--- config.mk ---
export PLATFORM = sky130hd
export DESIGN_NAME = cbus_line_master
export DESIGN_NICKNAME = d
export VERILOG_FILES = /design/src/rtl/cbus_line_master.sv
export SDC_FILE = /design/constraint.sdc
export NUM_CORES = 1
export LEC_CHECK = 0
export BUFFER_PORTS_ARGS = -buffer_cell sky130_fd_sc_hd__buf_4
export CELL_PAD_IN_SITES_DETAIL_PLACEMENT = 1
export CELL_PAD_IN_SITES_GLOBAL_PLACEMENT = 1
export CORE_AREA = 2 2 521 523
export DETAILED_ROUTE_END_ITERATION = 8
export DIE_AREA = 0 0 523 525
export PLACE_DENSITY_LB_ADDON = 0.1
export SKIP_LAST_GASP = 1
export SLEW_MARGIN = 20
export SYNTH_ARGS = -nofsm -noshare
export SYNTH_HDL_FRONTEND = slang
export SYNTH_SLANG_ARGS = --single-unit
--- constraint.sdc ---
create_clock -name clk -period 11.5 [get_ports clk]
set_clock_uncertainty 0.1 [all_clocks]
set_input_delay 1.15 -clock clk [delete_from_list [all_inputs] [get_ports clk]]
set_output_delay 1.15 -clock clk [all_outputs]
set_load 0.03 [all_outputs]
--- src/rtl/cbus_line_master.sv ---
// rtl/cbus_line_master.sv - CBus line/uncached burst initiator with line buffers
// Optional protocol checker: define CBUS_LINE_MASTER_CHECK_EN to enable err.
package cbus_pkg;
  typedef logic [2:0] msize_t;
  localparam msize_t MSIZE1 = 3'd0;
  localparam msize_t MSIZE2 = 3'd1;
  localparam msize_t MSIZE4 = 3'd2;
  localparam msize_t MSIZE8 = 3'd3;

  typedef logic [1:0] cburst_t;
  localparam cburst_t BURST_FIXED = 2'd0;
  localparam cburst_t BURST_INCR  = 2'd1;

  typedef struct packed {
    logic        valid;
    logic        is_write;
    msize_t      size;
    logic [63:0] addr;
    logic [7:0]  strobe;
    logic [63:0] data;
    logic [7:0]  len;
    cburst_t     burst;
  } cbus_req_t;

  typedef struct packed {
    logic        ready;
    logic        last;
    logic [63:0] data;
  } cbus_resp_t;
endpackage

module cbus_line_master
  import cbus_pkg::*;
#(
  parameter int WORDS      = 8,
  parameter int ADDR_ALIGN = $clog2(WORDS) + 3
) (
  input  logic                  clk,
  input  logic                  reset,
  input  logic                  req_valid,
  output logic                  req_ready,
  input  logic                  req_is_write,
  input  logic                  req_uncached,
  input  logic [63:0]           req_addr,
  input  logic [2:0]            req_size,
  input  logic [7:0]            req_strobe,
  input  logic [64*WORDS-1:0]   req_wline,
  output logic                  resp_valid,
  output logic [64*WORDS-1:0]   resp_rline,
  output cbus_req_t             oreq,
  input  cbus_resp_t            oresp,
  output logic                  err
);
  localparam int BW = $clog2(WORDS);

  typedef enum logic [1:0] {IDLE, BUSY, DONE} state_t;

  state_t                 state_q, state_d;
  logic [BW-1:0]          beat_q, beat_d;
  cbus_req_t              oreq_q, oreq_d;
  logic [WORDS-1:0][63:0] wbuf_q, wbuf_d;
  logic [WORDS-1:0][63:0] rbuf_q, rbuf_d;
  logic                   accept;
  logic                   beat_done;
  logic                   burst_end;

  assign accept    = (state_q == IDLE) && req_valid;
  assign beat_done = (state_q == BUSY) && oresp.ready;
  assign burst_end = beat_done && oresp.last;

  always_ff @(posedge clk or posedge reset) begin
    if (reset) begin
      state_q <= IDLE;
    end else begin
      state_q <= state_d;
    end
  end

  always_comb begin
    state_d = state_q;
    case (state_q)
      IDLE:    if (req_valid) state_d = BUSY;
      BUSY:    if (burst_end) state_d = DONE;
      DONE:    state_d = IDLE;
      default: state_d = IDLE;
    endcase
  end

  // Request fields are captured once at accept and held for the whole burst.
  always_comb begin
    oreq_d = oreq_q;
    beat_d = beat_q;
    wbuf_d = wbuf_q;
    rbuf_d = rbuf_q;
    if (accept) begin
      oreq_d.valid    = 1'b1;
      oreq_d.is_write = req_is_write;
      oreq_d.data     = '0;
      if (req_uncached) begin
        oreq_d.addr   = req_addr;
        oreq_d.burst  = BURST_FIXED;
        oreq_d.len    = 8'd0;
        oreq_d.size   = req_size;
        oreq_d.strobe = req_is_write ? req_strobe : 8'h00;
      end else begin
        oreq_d.addr   = req_addr & ~((64'd1 << ADDR_ALIGN) - 64'd1);
        oreq_d.burst  = BURST_INCR;
        oreq_d.len    = 8'(WORDS - 1);
        oreq_d.size   = MSIZE8;
        oreq_d.strobe = 8'hFF;
      end
      wbuf_d = req_wline;
      beat_d = '0;
    end
    if (beat_done) begin
      if (!oreq_q.is_write) rbuf_d[beat_q] = oresp.data;
      beat_d = beat_q + 1'b1;
      if (oresp.last) begin
        oreq_d.valid = 1'b0;
        beat_d       = '0;
      end
    end
  end

  always_ff @(posedge clk or posedge reset) begin
    if (reset) begin
      oreq_q <= '0;
      beat_q <= '0;
    end else begin
      oreq_q <= oreq_d;
      beat_q <= beat_d;
    end
  end

  always_ff @(posedge clk) begin
    wbuf_q <= wbuf_d;
    rbuf_q <= rbuf_d;
  end

  // Write data is gated by valid so the bus reads all-zero while idle.
  always_comb begin
    req_ready  = (state_q == IDLE);
    resp_valid = (state_q == DONE);
    resp_rline = rbuf_q;
    oreq       = oreq_q;
    oreq.data  = oreq_q.valid ? wbuf_q[beat_q] : 64'd0;
  end

`ifdef CBUS_LINE_MASTER_CHECK_EN
  logic err_q, err_d;
  logic last_bad, wrap_bad;

  always_comb begin
    last_bad = burst_end &&
               ((oreq_q.burst == BURST_INCR) ? (beat_q != BW'(WORDS - 1)) : (beat_q != '0));
    wrap_bad = beat_done && !oresp.last && (beat_q == BW'(WORDS - 1));
    err_d    = err_q | last_bad | wrap_bad;
  end

  always_ff @(posedge clk or posedge reset) begin
    if (reset) begin
      err_q <= 1'b0;
    end else begin
      err_q <= err_d;
      if (last_bad) $error("cbus_line_master: last on unexpected beat %0d", beat_q);
      if (wrap_bad) $error("cbus_line_master: beat counter wrapped without last");
    end
  end

  assign err = err_q;
`else
  assign err = 1'b0;
`endif
endmodule

**After elaboration in Yosys (flattened, before gate mapping)**

Cells that the tools add are included.

- Add/subtract/negate cells: 1
- Multiply operators: 0
- Divide/modulo/power cells: 0
- Order comparisons: 2
- Equal/unequal tests: 4
- Shift operators: 0
- Multiplexer cells: 18
- Bitwise operators: 1
- Reduce and logical (&&, ||, !) cells: 8

Operators with widths:

| operator | count |
|---|---|
| 512-bit bitwise mux | 1 |
| 64-bit binary-select mux with 3-bit select | 1 |
| 64-bit demux with 3-bit select | 1 |
| 64-bit 2-to-1 mux | 3 |
| 151-bit 2-to-1 mux | 1 |
| 75-bit 2-to-1 mux | 1 |
| 3-bit 2-to-1 mux | 3 |
| 8-bit 2-to-1 mux | 1 |
| 5-bit 2-to-1 mux | 1 |
| 1-bit logical AND | 4 |
| 3-bit by 4-bit < comparator with 1-bit output (second input constant) | 1 |
| 2-bit 2-to-1 mux | 2 |
| 2-bit inequality test (second input constant) | 2 |
| 2-bit case mux with 2 select lines | 1 |
| 2-bit AND reduction | 2 |
| 3-bit by 1-bit adder with 3-bit output (second input constant) | 1 |
| 3-bit by 1-bit greater-or-equal comparator with 1-bit output (second input constant) | 1 |
| 2-bit by 1-bit equality test with 1-bit output (second input constant) | 1 |
| 2-bit equality test (second input constant) | 1 |
| 2-bit logical NOT | 1 |
| 1-bit 2-to-1 mux | 2 |
| 2-bit nonzero test | 1 |
| 1-bit NOT | 1 |

- Bits in registers: 1116
- Latch bits: 0
- Memory bits (writable): 0
- ROM bits: 0
- Input bits: 658
- Output and inout port bits: 666
- Word-level logic and storage cells: 59
- Memories: 0

**Longest topological paths before layout**

Gate-level depths: netlist of the first run.

- Depth in word-level cells: 5
- Mapped depth: 7

**Worst setup path after synthesis of the first run**

OpenSTA, ideal clock, no wires.

- Path type: input port to flip-flop
- Start: input req_valid
- End: register wbuf_q[0] (netlist name) (enable)
- Library setup time: 655 ps
- Arrival time: 7608 ps
- Required time: 10745 ps
- Slack: 3137 ps
- Cell stages on the path: 4
- Path buffers: 2
- Cell sequence: or3b_1 -> buf_4 -> inv_4 -> buf_2

- Longest elaborated chain between the ends: 1

Ends and longest elaborated chain:

| element | RTL line | source |
|---|---|---|
| start, declared | 40 | `input logic req_valid,` |
| 1-bit logical AND | 67 | `assign accept = (state_q == IDLE) && req_valid;` |
| net accept | 63 | `logic accept;` |
| end signal, assigned | 136 | `wbuf_q <= wbuf_d;` |
| end, declared | 61 | `logic [WORDS-1:0][63:0] wbuf_q, wbuf_d;` |

The timed path passes the listed nets, and every way through them passes these cells.
A chain may end at the register's enable or synchronous reset.

==> results of run 1 <==
==> state kept, by name, summed over array words and instances, names as in the netlist <==
register and flops:
wbuf_q 512, beat_q 3, resp_rline 512, oreq 78
state_q 2
==> per-layer routing <==
layer / part of all wire (%) / track usage, %
met5: 0.44 / 0
met4: 3.0 / 4.302
met3: 13 / 7.827
met2: 50 / 23.66
met1: 34 / 13.31
==> per-stage QoR <==
| stage | worst slack, ns | cells |
|---|---|---|
| after CTS | 6.002 | 7012 |
| after detailed placement | 6.562 | 6739 |
| after global placement | 6.605 | 6739 |
| final | 6.505 | 7057 |
| after floorplan | 3.137 | 1922 |
| after global routing | 6.154 | 7023 |
==> critical path: cells and delay by family (launching register included) <==
family | cells | cell delay, ns
buffers and inverters | 3 | 1.16
muxes | 1 | 0.17
DFF | 1 | 0.61
AOI/OAI and AO/OA | 2 | 0.70
==> cells by family (layout without fill, tap and decap cells) <==
group,after synthesis,count (layout),share of synthesized area (%)
buffers and inverters,99,1620,1.444
flip-flops,1107,1107,85.69
AO/OA/AOI/OAI,207,207,3.603
multiplexers,256,256,6.689
adder cells (fa/ha/maj),1,1,0.03266
other,1,51,0.009789
AND/OR/NAND/NOR,245,245,2.528
==> worst paths after layout <==
check | to | slack [ns] | start | cells after the start
max in group asynchronous | oreq[150] | 9.94 | reset | 3
max reg2reg | wbuf_q[414] | 7.55 | state_q[0] | 5
min in group clk | oreq[86] | 0.37 | oreq[86] | 2
max | oreq[71] | 6.50 | beat_q[0] | 6
min | oreq[110] | 0.22 | reset | 2
min reg2reg | oreq[86] | 0.37 | oreq[86] | 2
==> layout make-up <==
type	count	area (sq um)	share of cell area, %
flip-flops and latches	1107	32830	57.33
repair buffers	1342	10150	17.72
multi-input cells	716	5044	8.807
well taps	3570	4467	7.800
clock buffers	198	4019	7.018
clock inverters	75	609.3	1.064
diodes	44	110.1	0.1923
inverters	5	36.28	0.06336
==> where the power goes <==
part	switching [uW]	leakage, uW	internal (uW)
Combinational	1350	0.00851	736
Sequential	150	0.0104	4740
Clock	1890	0.00223	2650
==> cells in the final DEF (no fill, tap or decap), types with 40 or more instances in the layout <==
cell | synthesis | routed
o21a_1 | 64 | 64
o22ai_1 | 128 | 128
edfxtp_1 | 1024 | 1024
dfrtp_1 | 83 | 81
diode_2 | 0 | 44
nand2_1 | 203 | 202
clkinv_1 | 0 | 40
clkbuf_1 | 22 | 44
buf_4 | 31 | 1336
mux2i_1 | 256 | 256
clkbuf_16 | 0 | 154
==> results.txt, run 1 <==
Placed wire-length estimate -> 145100 um
Port Buf Inserts -> 1316
Synth warn -> 0
Largest net degree at the start of global routing -> 190
EDFF count, synth -> 1024
Post-synth top cells -> 1024 x edfxtp_1, 256 x mux2i_1, 203 x nand2_1
Synth-to-layout area growth -> 49.50%
Most common cell in the netlist -> edfxtp_1
Hold Buf Count CTS -> 0
Fill cells -> 29430
Crit path max fanout -> 107
Number of CTS-inserted buffers -> 153
Final-report max-slew violation count -> 0
Initial DRC Count -> 1097
Max incr delay on CP -> 0.61 ns
Post-CTS Resized -> 0
Final Hold Fails -> 0
Drt wl/cell -> 27.39 um
Setup bufs post-CTS -> 0
# IOs -> 1324
Slew @ Worst Pin -> 1.192 ns
First-pass GRT wire length -> 249100 um
Unrepaired setup endpoints after global routing -> false
Synth top area cells -> edfxtp_1 80%, mux2i_1 6.7%, dfrtp_1 5.4%
Wirelength, routed -> 193300 um
Power, Total -> 11520 uW
Via density -> 3.354
Maxcap violations -> 0
Final Cycle Share -> 43.44%
Worst setup EP type -> primary output
Row cnt -> 191
Arr. time, crit path -> 3.75 ns
Crit Path Class -> reg2out
Die H -> 525 um
Max Clk Rate -> 200.2 MHz
Synth Flop Type -> edfxtp_1
Share of layout cells above drive strength 1 -> 44.99%
Total Nets Final -> 3984
Startpoint Class -> flip-flop
Initial antenna violation count -> 127
Critical path, cell by cell -> buf_12, buf_12, mux2i_1, o22ai_1, o21a_1, buf_4
Synth top area share -> 80.27%
Root buf cell -> clkbuf_16
Clock Pin Slew Worst Setup and Hold Paths -> 0.06 ns
Top cell by count, worst path -> buf_12
Required time of the critical path -> 10.25 ns
Post-synth top area cell -> edfxtp_1
Cell area after placement -> 52490 sq um
Hold Crit Class -> in2async
Final setup TNS -> 0 ns
Worst slew margin -> 20.54%
Grt ovf -> 0
Instance count of the mapped netlist -> 1916
H-tree Lvls -> 4
Remaining antenna violation count -> 0
Final setup viols -> 0
Worst skew pair latency -> 0.80 ns
Post-synth ARST share -> 7.498%
Yosys reg bits -> 1107
Clock tree buffer depth -> 4
GRT Total Usage -> 13.53%
CTS tree -> done
Die Span X -> 523 um
Num Clock Sinks -> 1107
Syn Area/Cell -> 19.99 sq um
Final Instance Area -> 57270 sq um
Peak VDD IR -> 0.1073 mV
Pwr/cell area -> 201.1 nW/um^2
Core area -> 269300 sq um
P_leak -> 0.02112 uW
Post-Syn Area -> 38310 sq um
Worst hold margin -> 0.2246 ns
Initial core utilization -> 14.22%
Vias in the first global route -> 25490
Die area -> 274600 sq um
Distinct cells, synth -> 29
GPL Wtd Cong -> 0.7464
Final core occ -> 21.26%
Run status -> completed
# DRC -> 0
Drt pass-1 iters -> 6
Final min period -> 4.995 ns
Via count -> 23670
Sequential area share after synthesis -> 85.69%
Slowest CP cell -> dfrtp_4
Power figures use the tool's default switching activity.
==> run 2, diff against run 1 <==
- CORE_AREA: 2 2 521 523 -> 2 2 520 522
- DIE_AREA: 0 0 523 525 -> 0 0 522 524
- clock period: 11.5 -> 4.3 ns (I/O delays scaled with it)
==> results.txt, run 2 (synthesis results as in run 1) <==
Root buf cell -> clkbuf_16 (unchanged)
Run status -> completed (unchanged)
Port Buf Inserts -> 1316 (unchanged)
Vias in the first global route -> 28740 (was 25490)
Clock tree buffer depth -> 3 (was 4)
GPL Wtd Cong -> 0.7451 (was 0.7464)
Die Span X -> 522 um (was 523 um)
Synth-to-layout area growth -> 70.54% (was 49.50%)
Largest net degree at the start of global routing -> 120 (was 190)
P_leak -> 0.02453 uW (was 0.02112 uW)
Die H -> 524 um (was 525 um)
Required time of the critical path -> 3.77 ns (was 10.25 ns)
Most common cell after layout, fill and taps aside -> buf_4 (unchanged)
Worst setup EP type -> primary output (unchanged)
Maxcap violations -> 0 (unchanged)
Slew @ Worst Pin -> 0.9245 ns (was 1.192 ns)
Pwr/cell area -> 490.6 nW/um^2 (was 201.1 nW/um^2)
Crit path max fanout -> 28 (was 107)
Commonest cells after routing, fill and taps aside -> 1392 x buf_4, 1024 x edfxtp_1, 682 x dlygate4sd3_1, 256 x mux2i_1, 202 x nand2_1 (was 1336 x buf_4, 1024 x edfxtp_1, 256 x mux2i_1, 202 x nand2_1, 154 x clkbuf_16)
Row cnt -> 190 (was 191)
H-tree Lvls -> 4 (unchanged)
Worst skew pair latency -> 0.77 ns (was 0.80 ns)
Worst hold margin -> 0.2351 ns (was 0.2246 ns)
Share of layout cells above drive strength 1 -> 39.18% (was 44.99%)
Met3 usage -> 5.673% (was 7.827%)
Total Nets Final -> 4743 (was 3984)
Post-CTS Resized -> 0 (unchanged)
# IOs -> 1324 (unchanged)
Cell-internal power -> 22430 uW (was 8125 uW)
Max Clk Rate -> 261.2 MHz
Placed wire-length estimate -> 152400 um (was 145100 um)
Comb power frac -> 20.1% (was 18.1%)
Reg2Reg Setup Slack -> 1.24 ns (was 7.55 ns)
Final core occ -> 24.43% (was 21.26%)
Startpoint Class -> flip-flop (unchanged)
Initial DRC Count -> 1236 (was 1097)
GR Util met2 -> 25.10% (was 23.66%)
Num Clock Sinks -> 1107 (unchanged)
Number of CTS-inserted buffers -> 150 (was 153)
Grt ovf -> 0 (unchanged)
Drt pass-1 iters -> 4 (was 6)
Multi-input logic area -> 5035 sq um (was 5044 sq um)
GRT busiest layer -> met2 (unchanged)
First-pass GRT wire length -> 262500 um (was 249100 um)
Via density -> 3.385 (was 3.354)
Unrepaired setup endpoints after global routing -> false (unchanged)
Final-report max-slew violation count -> 0 (unchanged)
CTS tree -> done (unchanged)
Met1 global-route usage -> 15.53% (was 13.31%)
Switching Fraction -> 30.03% (was 29.44%)
Flop pwr share -> 40.9% (was 42.5%)
Crit Path Class -> reg2out (unchanged)
Via count -> 26520 (was 23670)
Initial antenna violation count -> 144 (was 127)
Clock share of power -> 39.0% (was 39.4%)
Final setup viols -> 0 (unchanged)
# DRC -> 0 (unchanged)
Peak VDD IR -> 0.4696 mV (was 0.1073 mV)
Arr. time, crit path -> 3.30 ns (was 3.75 ns)
Drt wl/cell -> 25.69 um (was 27.39 um)
Final min period -> 3.829 ns
Core area -> 267400 sq um (was 269300 sq um)
Hold Crit Class -> in2async (unchanged)
Fill cells -> 29080 (was 29430)
GRT Total Usage -> 14.15% (was 13.53%)
Sequential Area -> 32830 sq um (unchanged)
Worst slew margin -> 38.37% (was 20.54%)
Die area -> 273500 sq um (was 274600 sq um)
Remaining antenna violation count -> 0 (unchanged)
Wirelength, routed -> 201200 um (was 193300 um)
Psw -> 9625 uW (was 3390 uW)
Clock Pin Slew Worst Setup and Hold Paths -> 0.06 ns (about the same)
Final Hold Fails -> 0 (unchanged)
Final Cycle Share -> 89.04%
Initial core utilization -> 14.32% (was 14.22%)
run 2: final timing paths:
check                         startpoint             end  cells after the start
setup / recovery               beat_q[1]        oreq[61]                      5
min in group clk           req_wline[99]      wbuf_q[99]                      2
setup reg to reg              state_q[0]  resp_rline[51]                      5
hold / removal                     reset       oreq[103]                      3
hold reg to reg                 oreq[84]        oreq[84]                      2
max in group asynchronous          reset       oreq[150]                      4
run 2: metal layers:
| metal | wire (um) | vias up |
|---|---|---|
| met5 | 571 | - |
| met4 | 5207 | 94 |
| met3 | 17440 | 341 |
| met2 | 101000 | 1092 |
| met1 | 76990 | 13040 |
| li1 | - | 11950 |
run 2: per-stage QoR:
step | setup TNS [ns] | cells | power (uW) | area [sq um] | setup WS [ns]
after floorplan | -17.97 | 1922 | 16230 | 38340 | -0.05380
after global routing | 0 | 7811 | 33460 | 65270 | 0.3012
after global placement | 0 | 6801 | 19370 | 53380 | 0.8460
after detailed placement | 0 | 6801 | 19370 | 53380 | 0.8737
final | 0 | 7834 | 32050 | 65330 | 0.4712
after CTS | 0 | 7753 | 32870 | 65130 | 0.2029
run 2: critical path, cell delays in order, from the launching register on:
cell and delay (ns):
dfrtp_1 0.48, nand2b_4 0.56, buf_4 0.38, o22ai_1 0.58, o21a_1 0.29, buf_4 0.19
run 2: power by group through the flow:
stage	Combinational, uW	Sequential, uW	Clock [uW]
3_5_place_dp	5980	13400	0
6_report	6440	13100	12500
2_1_floorplan	2350	13900	0
5_1_grt	6890	13200	13400
3_3_place_gp	5980	13400	0
4_1_cts	6680	13100	13000
run 2: what timing repair did:
| item | in CTS | in global routing |
|---|---|---|
| setup endpoints to repair | 1 | 0 |
| setup buffers | 1 | 0 |
| hold buffers | 682 | 0 |
| hold endpoints to repair | 1142 | 0 |
run 2: area by class of cell:
cell class,count,area share [%]
diodes,81,0.3103
clock buffers,188,5.997
clock inverters,81,1.490
inverters,5,0.05554
multi-input cells,716,7.707
flip-flops and latches,1107,50.26
well taps,3552,6.803
repair buffers,2104,27.38
